File: src/rtl/arb_pkg.sv
// Shared arbiter helpers: source-index width, index type and pointer advance.
// Imported by the round-robin picker, the interface and the registered arbiter.
package arb_pkg;

    localparam int MAX_REQ = 16;

    function automatic int src_w(input int n);
        return (n < 2) ? 1 : $clog2(n);
    endfunction

    typedef logic [src_w(MAX_REQ)-1:0] src_idx_t;

    function automatic int rr_next(input int idx, input int n);
        return (idx == n - 1) ? 0 : idx + 1;
    endfunction

endpackage

File: src/rtl/rr_reg_arbiter_if.sv
// Requester-side and sink-side handshake bundle of the registered arbiter.
// slave is the arbiter's view, master is the producers/consumer view.
interface rr_reg_arbiter_if #(
    parameter int N_REQ = 4,
    parameter int DW    = 8
);
    import arb_pkg::*;

    localparam int SW = src_w(N_REQ);

    logic [N_REQ-1:0]    req_valid;
    logic [N_REQ*DW-1:0] req_data;
    logic [N_REQ-1:0]    req_ready;
    logic                out_valid;
    logic [DW-1:0]       out_data;
    logic [SW-1:0]       out_src;
    logic                out_ready;

    modport slave (
        input  req_valid, req_data, out_ready,
        output req_ready, out_valid, out_data, out_src
    );

    modport master (
        output req_valid, req_data, out_ready,
        input  req_ready, out_valid, out_data, out_src
    );

endinterface

File: src/rtl/rr_pick.sv
// Combinational round-robin pick: first set request at or after ptr, wrapping.
// Produces both a one-hot grant and its binary index.
module rr_pick
    import arb_pkg::*;
#(
    parameter int N  = 4,
    parameter int SW = 2
) (
    input  logic [N-1:0]  req,
    input  logic [SW-1:0] ptr,
    output logic [N-1:0]  gnt,
    output logic [SW-1:0] idx,
    output logic          any
);

    logic [SW-1:0] k;

    always_comb begin
        gnt = '0;
        idx = '0;
        any = 1'b0;
        k   = '0;
        for (int i = 0; i < N; i++) begin
            k = SW'((int'(ptr) + i) % N);
            if (!any && req[k]) begin
                any    = 1'b1;
                gnt[k] = 1'b1;
                idx    = k;
            end
        end
    end

endmodule

File: src/rtl/rr_reg_arbiter.sv
// Round-robin arbiter feeding one registered output stage.
// Output register refills in the same cycle it drains, so no bubbles.
module rr_reg_arbiter
    import arb_pkg::*;
#(
    parameter int N_REQ = 4,
    parameter int DW    = 8
) (
    input logic           clk,
    input logic           rst,
    rr_reg_arbiter_if.slave bus
);

    localparam int SW = src_w(N_REQ);

    localparam logic [0:0] EMPTY = 1'b0;
    localparam logic [0:0] FULL  = 1'b1;

    logic [0:0]       state;
    logic [0:0]       state_nxt;
    logic [SW-1:0]    ptr;
    logic [SW-1:0]    gnt_idx;
    logic [N_REQ-1:0] gnt;
    logic             any;
    logic             drain;
    logic             can_take;
    logic             accept;
    logic [DW-1:0]    data_q;
    logic [SW-1:0]    src_q;

    rr_pick #(
        .N  (N_REQ),
        .SW (SW)
    ) u_pick (
        .req (bus.req_valid),
        .ptr (ptr),
        .gnt (gnt),
        .idx (gnt_idx),
        .any (any)
    );

    assign drain         = bus.out_valid & bus.out_ready;
    assign can_take      = ~bus.out_valid | bus.out_ready;
    assign accept        = can_take & any;
    assign bus.req_ready = can_take ? gnt : '0;
    assign bus.out_valid = (state == FULL);
    assign bus.out_data  = data_q;
    assign bus.out_src   = src_q;

    always_comb begin
        state_nxt = state;
        unique case (state)
            EMPTY:   if (accept) state_nxt = FULL;
            FULL:    if (drain && !accept) state_nxt = EMPTY;
            default: state_nxt = EMPTY;
        endcase
    end

    // Payload and pointer only move on accept; a plain drain keeps them.
    always_ff @(posedge clk or negedge rst) begin
        if (!rst) begin
            state  <= EMPTY;
            data_q <= '0;
            src_q  <= '0;
            ptr    <= '0;
        end else begin
            state <= state_nxt;
            if (accept) begin
                data_q <= bus.req_data[int'(gnt_idx)*DW +: DW];
                src_q  <= gnt_idx;
                ptr    <= SW'(rr_next(int'(gnt_idx), N_REQ));
            end
        end
    end

endmodule

File: src/flat_wrapper.sv
// flat-port wrapper written by rule: the top's interface ports become plain ports
module rr_reg_arbiter_flat import arb_pkg::*;
#(
    parameter int N_REQ = 4,
    parameter int DW    = 8
)
  (clk, rst, bus_req_valid, bus_req_data, bus_out_ready, bus_req_ready, bus_out_valid, bus_out_data, bus_out_src);
  rr_reg_arbiter_if #(.N_REQ(N_REQ), .DW(DW)) bus_i ();
  input logic clk;
  input logic rst;
  input wire logic [$bits(bus_i.req_valid)-1:0] bus_req_valid;
  input wire logic [$bits(bus_i.req_data)-1:0] bus_req_data;
  input wire logic [$bits(bus_i.out_ready)-1:0] bus_out_ready;
  output wire logic [$bits(bus_i.req_ready)-1:0] bus_req_ready;
  output wire logic [$bits(bus_i.out_valid)-1:0] bus_out_valid;
  output wire logic [$bits(bus_i.out_data)-1:0] bus_out_data;
  output wire logic [$bits(bus_i.out_src)-1:0] bus_out_src;
  assign bus_i.req_valid = bus_req_valid;
  assign bus_i.req_data = bus_req_data;
  assign bus_i.out_ready = bus_out_ready;
  assign bus_req_ready = bus_i.req_ready;
  assign bus_out_valid = bus_i.out_valid;
  assign bus_out_data = bus_i.out_data;
  assign bus_out_src = bus_i.out_src;
  rr_reg_arbiter #(.N_REQ(N_REQ), .DW(DW)) u_core (.clk(clk), .rst(rst), .bus(bus_i));
endmodule
File: config.mk
export PLATFORM = sky130hd
export DESIGN_NAME = rr_reg_arbiter_flat
export DESIGN_NICKNAME = d
export VERILOG_FILES = /design/src/rtl/arb_pkg.sv /design/src/rtl/rr_reg_arbiter_if.sv /design/src/rtl/rr_pick.sv /design/src/rtl/rr_reg_arbiter.sv /design/src/flat_wrapper.sv
export SDC_FILE = /design/constraint.sdc
export NUM_CORES = 1
export LEC_CHECK = 0
export BUFFER_PORTS_ARGS = -buffer_cell sky130_fd_sc_hd__buf_2
export CORE_ASPECT_RATIO = 0.8
export CORE_MARGIN = 1.5
export CORE_UTILIZATION = 50
export DETAILED_ROUTE_END_ITERATION = 16
export HOLD_SLACK_MARGIN = 0.05
export PLACE_DENSITY = 0.84
export SLEW_MARGIN = 20
export SYNTH_ARGS = -nofsm -noshare
export SYNTH_HDL_FRONTEND = slang
export SYNTH_SLANG_ARGS = --single-unit
File: constraint.sdc
create_clock -name clk -period 5.45 [get_ports clk]
set_clock_uncertainty 0.1 [all_clocks]
set_input_delay 0.545 -clock clk [delete_from_list [all_inputs] [get_ports clk]]
set_output_delay 0.545 -clock clk [all_outputs]
set_load 0.05 [all_outputs]
==> summary by stage <==
Yosys
The Yosys step of the flow raised 0 warnings. In this run, synthesis produced a sequential element count of 13. Synthesis produced a netlist with a net count of around 160. The average instance area after synthesis is roughly 10 um^2. The synthesized netlist contains 32 unique library cells. The mapped netlist covers 0.00123 mm^2. Synthesis produced roughly 120 cells. For this run, the register share of the synthesized area comes to 0.265.

STA
The setup slack after layout is around 1.6 ns. Headroom to the max-slew limit came out at 0.387. Setup repair after global routing left no endpoint under its margin. The final-report hold violation count is 0. The achievable frequency is 262 MHz. Setup total negative slack on the finished layout was measured at 0 ns. The max-slew violation total from the final report is 0. The actual slew at the worst max-slew pin is between 0.9 and 1 ns. Dividing the final minimum period by the clock period gives 0.699. The worst slack on hold paths is 0.402 ns. Subtracting the final worst setup slack from the clock period gives around 3.8 ns. Setup violations remaining at the end of the flow were counted as 0.

Floorplanning
The die height is 47.3 um. In this run the horizontal extent of the chip is just under 60 um. The initial standard-cell utilization of the core is 0.550.

The area enclosed by the die boundary is 0.00276 mm^2. The total core area is 0.00223 mm^2. For this design the top-level I/O count stands at 54. The standard-cell row count is 15.

Route
The number of detailed-routing iterations run before antenna repair is 6. Wires add up to around 3000 um. The total via count after detailed routing is about 1100. The initial detailed-routing violation count is 33. In the final routed layout, each cell accounts on average for 15.7 um.

The detail route stage leaves a number of antenna-violating nets equal to 0. In the routed design, unresolved DRC markers number 0. The per-cell via count in the routed design is ~5.7.

Setup path
At the worst endpoint, the required time is 4.81 ns. The critical path capture point type is an output port. The peak per-stage delay on the critical path is 0.71 ns. STA classifies the critical path startpoint as a register. Along the worst path, the maximum fanout reaches 14. Traced cell by cell, the critical path runs through inv_1 > ha_1 > mux4_2 > or3_4 > nor2_4 > a221oi_1 > nor2_1 > buf_2. The arrival time at the worst endpoint is around 3.2 ns. The worst-path cell with the longest stage delay is sky130_fd_sc_hd__dfrtp_1. The critical path in this run is classified as reg -> out. For flop-to-flop paths, the worst setup slack is between 1.5 and 2 ns.

Clock network
The number of buffers created by CTS is 3. The clock net in this run drives a total of 13 sinks. For the worst-skew pair, the clock arrives at the later sink with an insertion delay of around 0.29 ns.

The total number of H-tree levels is 1. TritonCTS built the clock tree. Counting along the longest clock path gives a buffer depth of 2.

The root buffer cell is sky130_fd_sc_hd__clkbuf_4. The clock slew at the register clock pins of the worst setup and hold paths is about 0.07 ns.

Global route
The via count of the first global-routing pass is 979. Global routing finished with a remaining overflow of 0. Entering global routing, the biggest net connects 17 pins. The first global-routing pass estimated approximately 4600 um of wire. Across every metal layer, demand over resource in global routing totals 0.225. The number of antenna violations at the first check in global routing was 0.

Power and ir drop
The analysis attributes to cell leakage a power of roughly 0.75 nW. The total power of the final layout is between 1 and 1.5 mW. The maximum ir drop on the vdd rail is roughly 380 uV. The power per unit of standard cell area is 752 mW/mm^2.

Placed design
OpenSTA, run right after detailed placement, puts the worst setup slack at ~1.8 ns. The HPWL after detailed placement is 2350 um. Routability-driven placement finished with a final weighted congestion of 0.848.

The count of buffers from port buffering is 53.

Layout
The number of antenna diodes in the final layout is 0. In the layout the commonest cells are sky130_fd_sc_hd__buf_2, sky130_fd_sc_hd__mux2i_1, sky130_fd_sc_hd__nand2_1, sky130_fd_sc_hd__dfrtp_1, sky130_fd_sc_hd__nor2_1. The leading cell type in the layout, fill and taps excluded is sky130_fd_sc_hd__buf_2. The net count of the finished layout is ~210. Compared with the post-synthesis result, the final layout area differs by 21.6%. The share of cells above drive strength 1 is 0.449.

Outcome
The run finished with clean final reports.

Hold path
The path category of the worst min-delay check is reg -> reg.

Job
The max-capacitance violation count is 0.
## through the flow
step,instances,area [um^2],util
after floorplan,117,1230,-
after global placement,187,1460,0.652
after detailed placement,187,1460,0.652
after CTS,192,1490,0.668
after global routing,192,1490,0.668
final,192,1490,0.668
## synth_stat cells, drive strengths merged
cell    instances  share of area
a221oi          4          0.029
nor2           12          0.045
nor3            2         0.0082
dfrtp          13           0.27
xor2            1         0.0071
a211oi          1         0.0061
a22oi           4          0.024
nand2b          2          0.010
o21bai          1         0.0092
o22a            2          0.021
o21ai           2         0.0081
o221ai          8          0.098
mux4            4          0.073
buf             8          0.055
inv             4          0.012
nand2          14          0.043
mux2i          18           0.15
or2             1         0.0051
a21oi           2         0.0082
mux2            1         0.0092
or3             2          0.014
nor2b           2          0.016
ha              7          0.071
xnor2           2          0.014
## per-layer routing
layer / GRT usage / vias up / part of all wire
met5: 0 / - / 0
met4: 0.0651 / 0 / 0.018
met3: 0.0441 / 9 / 0.057
met2: 0.369 / 43 / 0.48
met1: 0.308 / 510 / 0.44
li1: - / 532 / -
## flip-flops by register name, summed over array words and instances (netlist names)
signal and flops:
u_core.bus.out_data 8, u_core.bus.out_src 2, u_core.ptr 2, u_core.bus.out_valid 1
## cells by family after synthesis
family | synth area share
and+or+nand+nor | 0.142
AOI/OAI and AO/OA | 0.204
muxes | 0.229
DFF | 0.265
buffers and inverters | 0.0673
adders and majority gates | 0.0714
xor gates and xnor gates | 0.0214
## path summary, 6_finish.rpt
path | start | endpoint | cells after the start
max | u_core.ptr[0]$_DFFE_PN0P_ | bus_req_ready[1] | 8
min | u_core.bus.out_src[1]$_DFFE_PN0P_ | u_core.bus.out_src[1]$_DFFE_PN0P_ | 2
min in group asynchronous | rst | u_core.bus.out_data[2]$_DFFE_PN0P_ | 2
max reg2reg | u_core.ptr[0]$_DFFE_PN0P_ | u_core.bus.out_data[0]$_DFFE_PN0P_ | 7
min reg2reg | u_core.bus.out_src[1]$_DFFE_PN0P_ | u_core.bus.out_src[1]$_DFFE_PN0P_ | 2
max in group asynchronous | rst | u_core.bus.out_data[4]$_DFFE_PN0P_ | 2
## power by group
part           total (mW)  leakage [nW]  internal, mW  switching [mW]
combinational       0.860         0.577         0.320           0.540
sequential          0.200         0.156         0.145          0.0550
clock              0.0622        0.0150        0.0285          0.0337
total                1.12         0.747         0.494           0.628
## repair_timing
| action | CTS | global route |
|---|---|---|
| resized for setup | 0 | 0 |
| setup buffers | 0 | 0 |
| hold buffers | 1 | 0 |
| endpoints found under the hold margin | 13 | 0 |
| setup endpoints to repair | 0 | 0 |
## worst max-delay path: cells and delay by family, from the launching register on
family | cells | cell delay (ns)
and+or+nand+nor | 3 | 0.64
muxes | 1 | 0.43
adders and majority gates | 1 | 0.46
AOI/OAI and AO/OA | 1 | 0.11
DFF | 1 | 0.71
buffers and inverters | 2 | 0.52
## layout make-up
type	count	area, um^2
fill	163	741
sequential	13	325
clock buffer	4	26.3
inverter	4	15.0
timing repair buffer	54	275
tap	25	31.3
multi-input combinational	92	820
No activity file was read; power rests on OpenSTA's default activity.
